===== config.mk =====
export PLATFORM = sky130hd
export DESIGN_NAME = uram_port_arbiter
export DESIGN_NICKNAME = d
export VERILOG_FILES = /design/src/rtl/uram_port_arbiter.sv
export SDC_FILE = /design/constraint.sdc
export NUM_CORES = 1
export LEC_CHECK = 0
export ABC_AREA = 1
export BUFFER_PORTS_ARGS = -buffer_cell sky130_fd_sc_hd__buf_2
export CAP_MARGIN = 5
export CORE_MARGIN = 10
export CORE_UTILIZATION = 36
export CTS_CLUSTER_SIZE = 40
export DETAILED_ROUTE_END_ITERATION = 7
export HOLD_SLACK_MARGIN = 0.03
export PLACE_DENSITY_LB_ADDON = 0.25
export REMOVE_ABC_BUFFERS = 1
export SLEW_MARGIN = 30
export SYNTH_ARGS = -nofsm -noshare
export SYNTH_HDL_FRONTEND = slang
export SYNTH_SLANG_ARGS = --single-unit

===== constraint.sdc =====
create_clock -name clock -period 1.6 [get_ports clock]
set_input_delay 0.24 -clock clock [delete_from_list [all_inputs] [get_ports clock]]
set_output_delay 0.24 -clock clock [all_outputs]
set_load 0.005 [all_outputs]

===== src/rtl/uram_port_arbiter.sv =====
// uram_port_arbiter
// Shares one URAM bank's single read port and single write port between the
// core pipeline (requester 0) and the host/DMA loader (requester 1).
// The read and write ports are arbitrated independently every cycle. A
// READ_LATENCY-deep tag pipe routes each read response back to its issuer.
//
// Optional feature macro: URAM_ARB_ROUND_ROBIN_EN
//   defined   -> round-robin on contention (the requester not granted last wins)
//   undefined -> fixed priority, requester 0 wins on contention. The last-grant
//                bits are still kept, but they do not steer grants.
module uram_port_arbiter #(
  parameter int DATA_WIDTH    = 16,
  parameter int ADDRESS_WIDTH = 14,
  parameter int READ_LATENCY  = 2
) (
  input  logic                     clock,
  input  logic                     reset_n,
  // read requesters
  input  logic                     rd0_valid,
  input  logic [ADDRESS_WIDTH-1:0] rd0_addr,
  output logic                     rd0_ready,
  input  logic                     rd1_valid,
  input  logic [ADDRESS_WIDTH-1:0] rd1_addr,
  output logic                     rd1_ready,
  // read responses
  output logic                     rsp0_valid,
  output logic [DATA_WIDTH-1:0]    rsp0_data,
  output logic                     rsp1_valid,
  output logic [DATA_WIDTH-1:0]    rsp1_data,
  // write requesters
  input  logic                     wr0_valid,
  input  logic [ADDRESS_WIDTH-1:0] wr0_addr,
  input  logic [DATA_WIDTH-1:0]    wr0_data,
  output logic                     wr0_ready,
  input  logic                     wr1_valid,
  input  logic [ADDRESS_WIDTH-1:0] wr1_addr,
  input  logic [DATA_WIDTH-1:0]    wr1_data,
  output logic                     wr1_ready,
  // memory ports
  output logic [ADDRESS_WIDTH-1:0] mem_raddr,
  input  logic [DATA_WIDTH-1:0]    mem_dout,
  output logic                     mem_wen,
  output logic [ADDRESS_WIDTH-1:0] mem_waddr,
  output logic [DATA_WIDTH-1:0]    mem_din
);

  // Last granted id per port. Reset to 1 so that requester 0 wins the first
  // contention.
  logic rd_last_q;
  logic wr_last_q;

  // Address held on the read port during idle cycles, so that it does not toggle
  logic [ADDRESS_WIDTH-1:0] raddr_q;

  // 1 when requester 1 should take the port this cycle
  logic rd_pick1;
  logic wr_pick1;

  logic rd_fire;
  logic wr_fire;

`ifdef URAM_ARB_ROUND_ROBIN_EN
  assign rd_pick1 = (rd0_valid && rd1_valid) ? ~rd_last_q : rd1_valid;
  assign wr_pick1 = (wr0_valid && wr1_valid) ? ~wr_last_q : wr1_valid;
`else
  assign rd_pick1 = rd1_valid && !rd0_valid;
  assign wr_pick1 = wr1_valid && !wr0_valid;
  // The history bits are kept for compatibility but do not steer grants here
  logic last_grant_unused;
  assign last_grant_unused = rd_last_q ^ wr_last_q;
`endif

  // Grants: combinational from the valids. Forced low while in reset.
  assign rd0_ready = reset_n && rd0_valid && !rd_pick1;
  assign rd1_ready = reset_n && rd1_valid &&  rd_pick1;
  assign wr0_ready = reset_n && wr0_valid && !wr_pick1;
  assign wr1_ready = reset_n && wr1_valid &&  wr_pick1;

  assign rd_fire = rd0_ready || rd1_ready;
  assign wr_fire = wr0_ready || wr1_ready;

  // Read port: the granted address, otherwise the last one issued
  assign mem_raddr = rd1_ready ? rd1_addr :
                     rd0_ready ? rd0_addr : raddr_q;

  // Write port: driven straight from the winning requester
  assign mem_wen   = wr_fire;
  assign mem_waddr = wr1_ready ? wr1_addr : wr0_addr;
  assign mem_din   = wr1_ready ? wr1_data : wr0_data;

  // Arbiter history and held read address, updated only on a handshake
  always_ff @(posedge clock or negedge reset_n) begin
    if (!reset_n) begin
      rd_last_q <= 1'b1;
      wr_last_q <= 1'b1;
      raddr_q   <= '0;
    end else begin
      if (rd_fire) begin
        rd_last_q <= rd1_ready;
        raddr_q   <= mem_raddr;
      end
      if (wr_fire) begin
        wr_last_q <= wr1_ready;
      end
    end
  end

  // Tag pipe: one stage per cycle of memory read latency
  logic tag_vld_p [READ_LATENCY];
  logic tag_id_p  [READ_LATENCY];

  // Tag valid bits. Clearing them drops any read still in flight.
  always_ff @(posedge clock or negedge reset_n) begin
    if (!reset_n) begin
      for (int i = 0; i < READ_LATENCY; i++) begin
        tag_vld_p[i] <= 1'b0;
      end
    end else begin
      // ---- stage 0: issue cycle -> first tag register ----
      tag_vld_p[0] <= rd_fire;
      // ---- stages 1..READ_LATENCY-1: follow the memory read pipe ----
      for (int i = 1; i < READ_LATENCY; i++) begin
        tag_vld_p[i] <= tag_vld_p[i-1];
      end
    end
  end

  // Tag ids travel with the valid bits. They are only meaningful while the
  // matching valid bit is set.
  always_ff @(posedge clock) begin
    tag_id_p[0] <= rd1_ready;
    for (int i = 1; i < READ_LATENCY; i++) begin
      tag_id_p[i] <= tag_id_p[i-1];
    end
  end

  // ---- tag exit: lines up with mem_dout ----
  assign rsp0_valid = reset_n && tag_vld_p[READ_LATENCY-1] && !tag_id_p[READ_LATENCY-1];
  assign rsp1_valid = reset_n && tag_vld_p[READ_LATENCY-1] &&  tag_id_p[READ_LATENCY-1];
  assign rsp0_data  = mem_dout;
  assign rsp1_data  = mem_dout;

endmodule

======== After elaboration in Yosys (flattened, before gate mapping) ========
Memories as Yosys holds them, arrays and structs flattened.
Cells that the tools add are included.
word-level totals
  flip-flop bits (word level) ............. 16
  word-level logic and storage cells ...... 28
  input bits .............................. 110
  memories kept ........................... 1
  memory bits (writable) .................. 2
  output and inout port bits .............. 83
memories
  memory    depth  bits a word  rd ports  clocked after memory_dff  write ports  line  RTL
  tag_id_p  2      1            2         0                         2            110   logic tag_id_p [READ_LATENCY];
cells by class
  reduce and logical (&&, ||, !) cells .... 20
  multiplexer cells ....................... 4
operators by type and width
  operator           number
  $mux 14            3
  $mux 16            1
  $logic_and 1x1->1  13
  $logic_not 1->1    5
  $logic_or 1x1->1   2

======== Logic depth before layout (Yosys ltp) ========
Gate-level depths: netlist of run 1.
  word-level depth ........................ 6
  gate-level depth with buffers ........... 7
  gate-level depth less buffers ........... 5

======== Least setup slack after synthesis of run 1 ========
No wires, ideal clock.
  path type ............................... input-to-output
  from .................................... input rd0_valid
  to ...................................... output mem_raddr[10]
  arrival ................................. 0.873 ns
  data required time ...................... 1.360 ns
  path slack .............................. 0.487 ns
  stages on the path ...................... 7
  path through ............................ buf_2 -> inv_2 -> nand3_4 -> inv_4 -> buf_6 -> nand2_1 -> nand2_1
between the ends
  elaborated cells between the ends (all ways) .. 8
  those cells by class .................... 2 x mux; 6 x reduce/logical
RTL lines
  element              line  RTL
  from (decl)          19    input logic rd0_valid,
  $logic_not 1->1      66    assign rd_pick1 = rd1_valid && !rd0_valid;
  $logic_and 1x1->1    66
  $logic_and 1x1->1    75    assign rd1_ready = reset_n && rd1_valid && rd_pick1;
  named net rd1_ready  24    output logic rd1_ready,
  $mux 14              83    assign mem_raddr = rd1_ready ? rd1_addr :
  to (decl)            40    output logic [ADDRESS_WIDTH-1:0] mem_raddr,
The timed path passes the listed nets, and every way through them passes these cells.

======== Final worst setup path of run 1 ========
  from .................................... input reset_n
  to ...................................... output mem_din[12]
between the ends
  cells in the longest elaborated chain, start to end .. 3
ends and longest elaborated chain
  element                          line  RTL
  from (decl)                      17    input logic reset_n,
  $logic_and 1x1->1 (2 in series)  77    assign wr1_ready = reset_n && wr1_valid && wr_pick1;
  $mux 16                          89    assign mem_din = wr1_ready ? wr1_data : wr0_data;
  to (decl)                        44    output logic [DATA_WIDTH-1:0] mem_din
No other way between the ends.

==> results.sh, run 1 <==
export IMPL_yosysWarnings=0
export IMPL_ys_ff_latch=18
export IMPL_clock_fmax_mhz=732.8
export IMPL_required_ns=1.36
export IMPL_cts_root_buf="clkbuf_8"
export IMPL_worst_setup_path_end_kind="output pin"
export IMPL_crit_buf_inv=3
export IMPL_diodes=0
export IMPL_worst_pin_slew_ns=0.3203
export IMPL_ioPinCount=193
export IMPL_dpl_hpwl_um=5653
export IMPL_crit_chain="buf_2, nand3_2, buf_4, nand2_1, nand2_1, buf_2"
export IMPL_die_area_um2=7412
export IMPL_die_y_um=86.10
export IMPL_core_um2=4115
export IMPL_seq_area_um2=440.4
export IMPL_avgSynthCellArea_um2=5.890
export IMPL_cp_arrival_ns=1.12
export IMPL_die_width_um=86.10
export IMPL_fin_skew_ns=0.0002748
export IMPL_rsz0062_at_grt="false"
export IMPL_avgRoutedWirePerCell_um=15.71
export IMPL_drive_gt1_share_pct=42.13
export IMPL_clk_latency_ns=0.24
export IMPL_grt_overflow=0
export IMPL_fill_cells=427
export IMPL_via_count=1886
export IMPL_antenna_found_initial=0
export IMPL_start_kind="input pin"
export IMPL_area_delta_synth_final_pct=36.04
export IMPL_start_util_pct=38.22
export IMPL_grt_max_degree=33
export IMPL_clk_pin_slew_ns=0.07
export IMPL_ctsHoldBuffers=0
export IMPL_slowest_delay_ns=0.30
export IMPL_ctsResizeCount=0
export IMPL_finalMaxSlewViolations=0
export IMPL_grt_total_usage_pct=16.58
export IMPL_power_leakage_nw=1.485
export IMPL_grt_pass1_wl_um=10030
export IMPL_grt_pass1_vias=1880
export IMPL_drt_iter0_drc=98
export IMPL_tns_ns=0
export IMPL_placedCellCount=421
export IMPL_postSynthCellCount=267
export IMPL_drt_total_wl_um=6678
export IMPL_critical_path_class="in2out"
export IMPL_placed_area_um2=2095
export IMPL_post_route_min_period_ns=1.365
export IMPL_critPathTopFamily="buffers and inverters"
export IMPL_ant_nets=0
export IMPL_max_vdd_ir_drop_mv=0.5661
export IMPL_first_pass_iters=4
export IMPL_remaining_drc_errors=0
export IMPL_seq_area_frac_synth_pct=28.00
export IMPL_yosysUniqueCellTypes=14
export IMPL_slowest_stage="buf_4"
export IMPL_power_density_nw_per_um2=626.5
export IMPL_cts_sinks=18
export IMPL_num_rows=23
export IMPL_cts_setup_buffers=0
export IMPL_hold_violations=0
export IMPL_final_cell_mix="nand2_1 (178), buf_2 (144), dfrtp_1 (16)"
export IMPL_max_slew_margin_rel_pct=78.57
export IMPL_worstPathMaxFanout=31
export IMPL_stdcell_count=425
export IMPL_routabilityCongestion=0.7752
export IMPL_h_tree_depth=1
export IMPL_multi_input_area_um2=779.5
export IMPL_synth_area_um2=1573
export IMPL_tritoncts="built"
export IMPL_setup_viol=0
export IMPL_final_nets=486
export IMPL_cts_buffers=3
export IMPL_port_buffer_count=144
export IMPL_p_total_w=0.001341
export IMPL_final_common_cell="nand2_1"
export IMPL_finalCritPeriodShare_pct=85.29
export IMPL_drv_cap=0
export IMPL_status="finished, final reports clean"
export IMPL_clockBufferDepth=2
export IMPL_routed_via_density=4.438
export IMPL_min_path_type="in2async"
export IMPL_finish_instance_area_um2=2140
layer usage:
layer | up-vias | track usage (%) | routed length, um
met5 | - | 4.895 | 0
met4 | 0 | 2.545 | 57
met3 | 6 | 10.31 | 868
met2 | 99 | 26.10 | 3222
met1 | 800 | 18.54 | 2530
li1 | 981 | - | -
synthesized netlist by cell type:
library cell	n	area [um2]
nand3_1	14	70.07
buf_6	1	11.26
nand2_1	178	668.1
nand2_2	1	6.260
nand3_4	1	17.52
inv_1	4	15.01
inv_4	1	6.260
dfrtp_1	16	400.4
inv_2	2	7.510
buf_2	7	35.03
buf_4	37	277.8
nor2_1	2	7.510
dfxtp_1	2	40.04
nand3_2	1	10.01
sequential cells by signal, indices dropped and copies added, names as in the netlist:
| name | count |
|---|---|
| tag_id_p | 2 |
| raddr_q | 14 |
| tag_vld_p | 2 |
path summary, 6_finish.rpt:
path,start,endpoint,slack [ns],depth (start not counted)
min reg2reg,tag_id_p[0][0],tag_id_p[0][1],0.34,0
min in group clock,rd1_addr[4],raddr_q[4],0.20,3
min,reset_n,raddr_q[3],0.03,2
max in group asynchronous,reset_n,raddr_q[10],1.41,2
max,reset_n,mem_din[12],0.24,6
max reg2reg,raddr_q[11],raddr_q[11],0.89,4
worst register-to-register path: cells and delay by family, from the launching register on:
kind,cells,cell delay (ns)
simple gates,4,0.23
flops,1,0.37
report_power, final:
part | internal (W) | total [W] | switching (W)
registers | 0.000509 | 0.000523 | 0.0000141
clock network | 0.000176 | 0.000317 | 0.000140
logic | 0.000244 | 0.000501 | 0.000257
cells by family (layout without fill, tap and decap cells):
logic type             count (synthesis)  after routing  share of synthesized area (%)
buffers and inverters                 52            160                          22.43
flip-flops                            18             18                          28.00
AND/OR/NAND/NOR                      197            197                          49.56
layout make-up:
type                    count  area share [%]
clock buffers               4           2.105
inverters                   7           1.345
multi-input cells         197           36.43
flip-flops and latches     18           20.58
well taps                  50           2.924
repair buffers            149           36.61
through the flow:
stage	setup WS, ns	utilization [%]	hold WS, ns
2_1_floorplan	0.1388	-	-0.05559
3_3_place_gp	0.2498	50.90	0.3076
3_5_place_dp	0.2428	50.90	0.3119
4_1_cts	0.2428	51.99	0.03876
5_1_grt	0.1268	51.99	0.04626
6_report	0.2353	51.99	0.03491
No activity file was read; power rests on OpenSTA's default activity.
==> inputs of run 2 (changes only) <==
Settings changed: CORE_AREA from default to 3 3 75 77, CORE_MARGIN 10 to default, CORE_UTILIZATION 36 to default, DIE_AREA from default to 0 0 78 80.
==> results.sh, run 2 (synthesized netlist as in run 1, its figures left out) <==
export IMPL_ant_nets=0
export IMPL_drt_total_wl_um=5645
export IMPL_avgRoutedWirePerCell_um=12.57
export IMPL_cp_arrival_ns=1.15
export IMPL_finalMaxSlewViolations=0
export IMPL_min_path_type="in2async"
export IMPL_drive_gt1_share_pct=42.74
export IMPL_p_total_w=0.001383
export IMPL_antenna_found_initial=0
export IMPL_stdcell_count=449
export IMPL_final_nets=490
export IMPL_routabilityCongestion=0.7518
export IMPL_placedCellCount=444
export IMPL_drv_cap=0
export IMPL_final_cell_mix="nand2_1 (178), buf_2 (144), dfrtp_1 (16)"
export IMPL_power_leakage_nw=1.504
export IMPL_cts_sinks=18
export IMPL_tns_ns=0
export IMPL_cts_buffers=3
export IMPL_tritoncts="built"
export IMPL_grt_overflow=0
export IMPL_remaining_drc_errors=0
export IMPL_status="finished, final reports clean"
export IMPL_max_vdd_ir_drop_mv=0.4889
export IMPL_drt_iter0_drc=54
export IMPL_routed_via_density=4.276
export IMPL_fin_skew_ns=0.0001803
export IMPL_rsz0062_at_grt="false"
export IMPL_core_um2=5075
export IMPL_ioPinCount=193
export IMPL_via_count=1920
export IMPL_cts_root_buf="clkbuf_8"
export IMPL_power_density_nw_per_um2=630.4
export IMPL_hold_violations=0
export IMPL_worst_pin_slew_ns=0.3077
export IMPL_diodes=0
export IMPL_area_delta_synth_final_pct=39.54
export IMPL_largest_reg_flops=14
export IMPL_post_route_min_period_ns=1.386
export IMPL_worst_setup_path_end_kind="output pin"
export IMPL_num_rows=26
export IMPL_final_common_cell="nand2_1"
export IMPL_reg_top3="raddr_q: 14 flops, tag_id_p: 2 flops, tag_vld_p: 2 flops"
export IMPL_setup_viol=0
export IMPL_h_tree_depth=1
export IMPL_regMostFlops="raddr_q"
export IMPL_grt_pass1_vias=1804
export IMPL_die_y_um=80
export IMPL_required_ns=1.36
export IMPL_die_width_um=78
export IMPL_clk_pin_slew_ns=0.07
export IMPL_first_pass_iters=4
export IMPL_grt_pass1_wl_um=8383
export IMPL_grt_total_usage_pct=16.92
export IMPL_clk_latency_ns=0.24
export IMPL_dpl_hpwl_um=4699
export IMPL_grt_max_degree=32
export IMPL_port_buffer_count=144
export IMPL_die_area_um2=6240
export IMPL_critical_path_class="in2out"
export IMPL_clock_fmax_mhz=721.7
export IMPL_finalCritPeriodShare_pct=86.60
export IMPL_start_kind="input pin"
export IMPL_clockBufferDepth=2
export IMPL_worstPathMaxFanout=16
export IMPL_max_slew_margin_rel_pct=79.41
export IMPL_start_util_pct=30.99
[run 2: cell count changes in the layout (fill, tap and decap cells not counted)]
cell | before | now
clkbuf_8 | 3 | 4
buf_4 | 3 | 7
buf_12 | 2 | 1
clkbuf_1 | 1 | 0
dlygate4sd3_1 | 0 | 1
[run 2: routing by layer]
layer	part of all wire, %	routed length [um]	vias up	GRT usage, %
li1	-	-	989	-
met1	38	2170	800	18.42
met2	46	2591	127	28.00
met3	15	855	4	10.27
met4	0.50	28	0	2.622
met5	0	0	-	7.273
[run 2: report_power, final]
| part | total [W] | switching [W] | leakage (nW) | internal (W) |
|---|---|---|---|---|
| Clock | 0.000360 | 0.000142 | 0.0288 | 0.000218 |
| Sequential | 0.000522 | 0.0000132 | 0.215 | 0.000509 |
| Combinational | 0.000501 | 0.000255 | 1.26 | 0.000247 |
[run 2: final timing paths]
| check | from | end | slack [ns] | cells after the start |
|---|---|---|---|---|
| worst max-delay path | reset_n | mem_raddr[7] | 0.21 | 7 |
| worst min-delay path | reset_n | raddr_q[8] | 0.07 | 2 |
| worst max register to register | raddr_q[0] | raddr_q[0] | 0.87 | 4 |
| worst min register to register | tag_id_p[0][0] | tag_id_p[0][1] | 0.34 | 0 |
| max in group asynchronous | reset_n | raddr_q[4] | 0.98 | 2 |
| min in group clock | rd1_addr[13] | raddr_q[13] | 0.20 | 3 |
[run 2: area by class of cell]
class | count | area [um2]
fillers | 541 | 2880
multi-input cells | 197 | 779.5
repair buffers | 153 | 803.3
clock buffers | 4 | 55.05
flip-flops and latches | 18 | 440.4
inverters | 7 | 28.78
well taps | 70 | 87.58
[run 2: stage by stage]
step,util [%],cell area (um2),hold WS [ns],setup slack (ns)
after floorplan,-,1249,-0.05559,0.1388
after global placement,41.96,2130,0.1105,0.1824
after detailed placement,41.96,2130,0.1129,0.1707
after CTS,43.24,2195,0.07226,0.1961
after global routing,43.24,2195,0.08702,0.08248
final,43.24,2195,0.07205,0.2144
[run 2: what timing repair did]
| item | 4_1_cts | 5_1_grt |
|---|---|---|
| setup endpoints to repair | 0 | 0 |
| hold buffers | 1 | 0 |
| gates resized for setup | 0 | 0 |
| endpoints found under the hold margin | 2 | 0 |
| buffers inserted | 0 | 0 |
[run 2: worst max-delay path, stage by stage]
cell	delay, ns
buf_2	0.21
nand2_2	0.25
nand2_1	0.12
nand2_1	0.05
nand2_1	0.08
nand2_1	0.07
buf_2	0.13
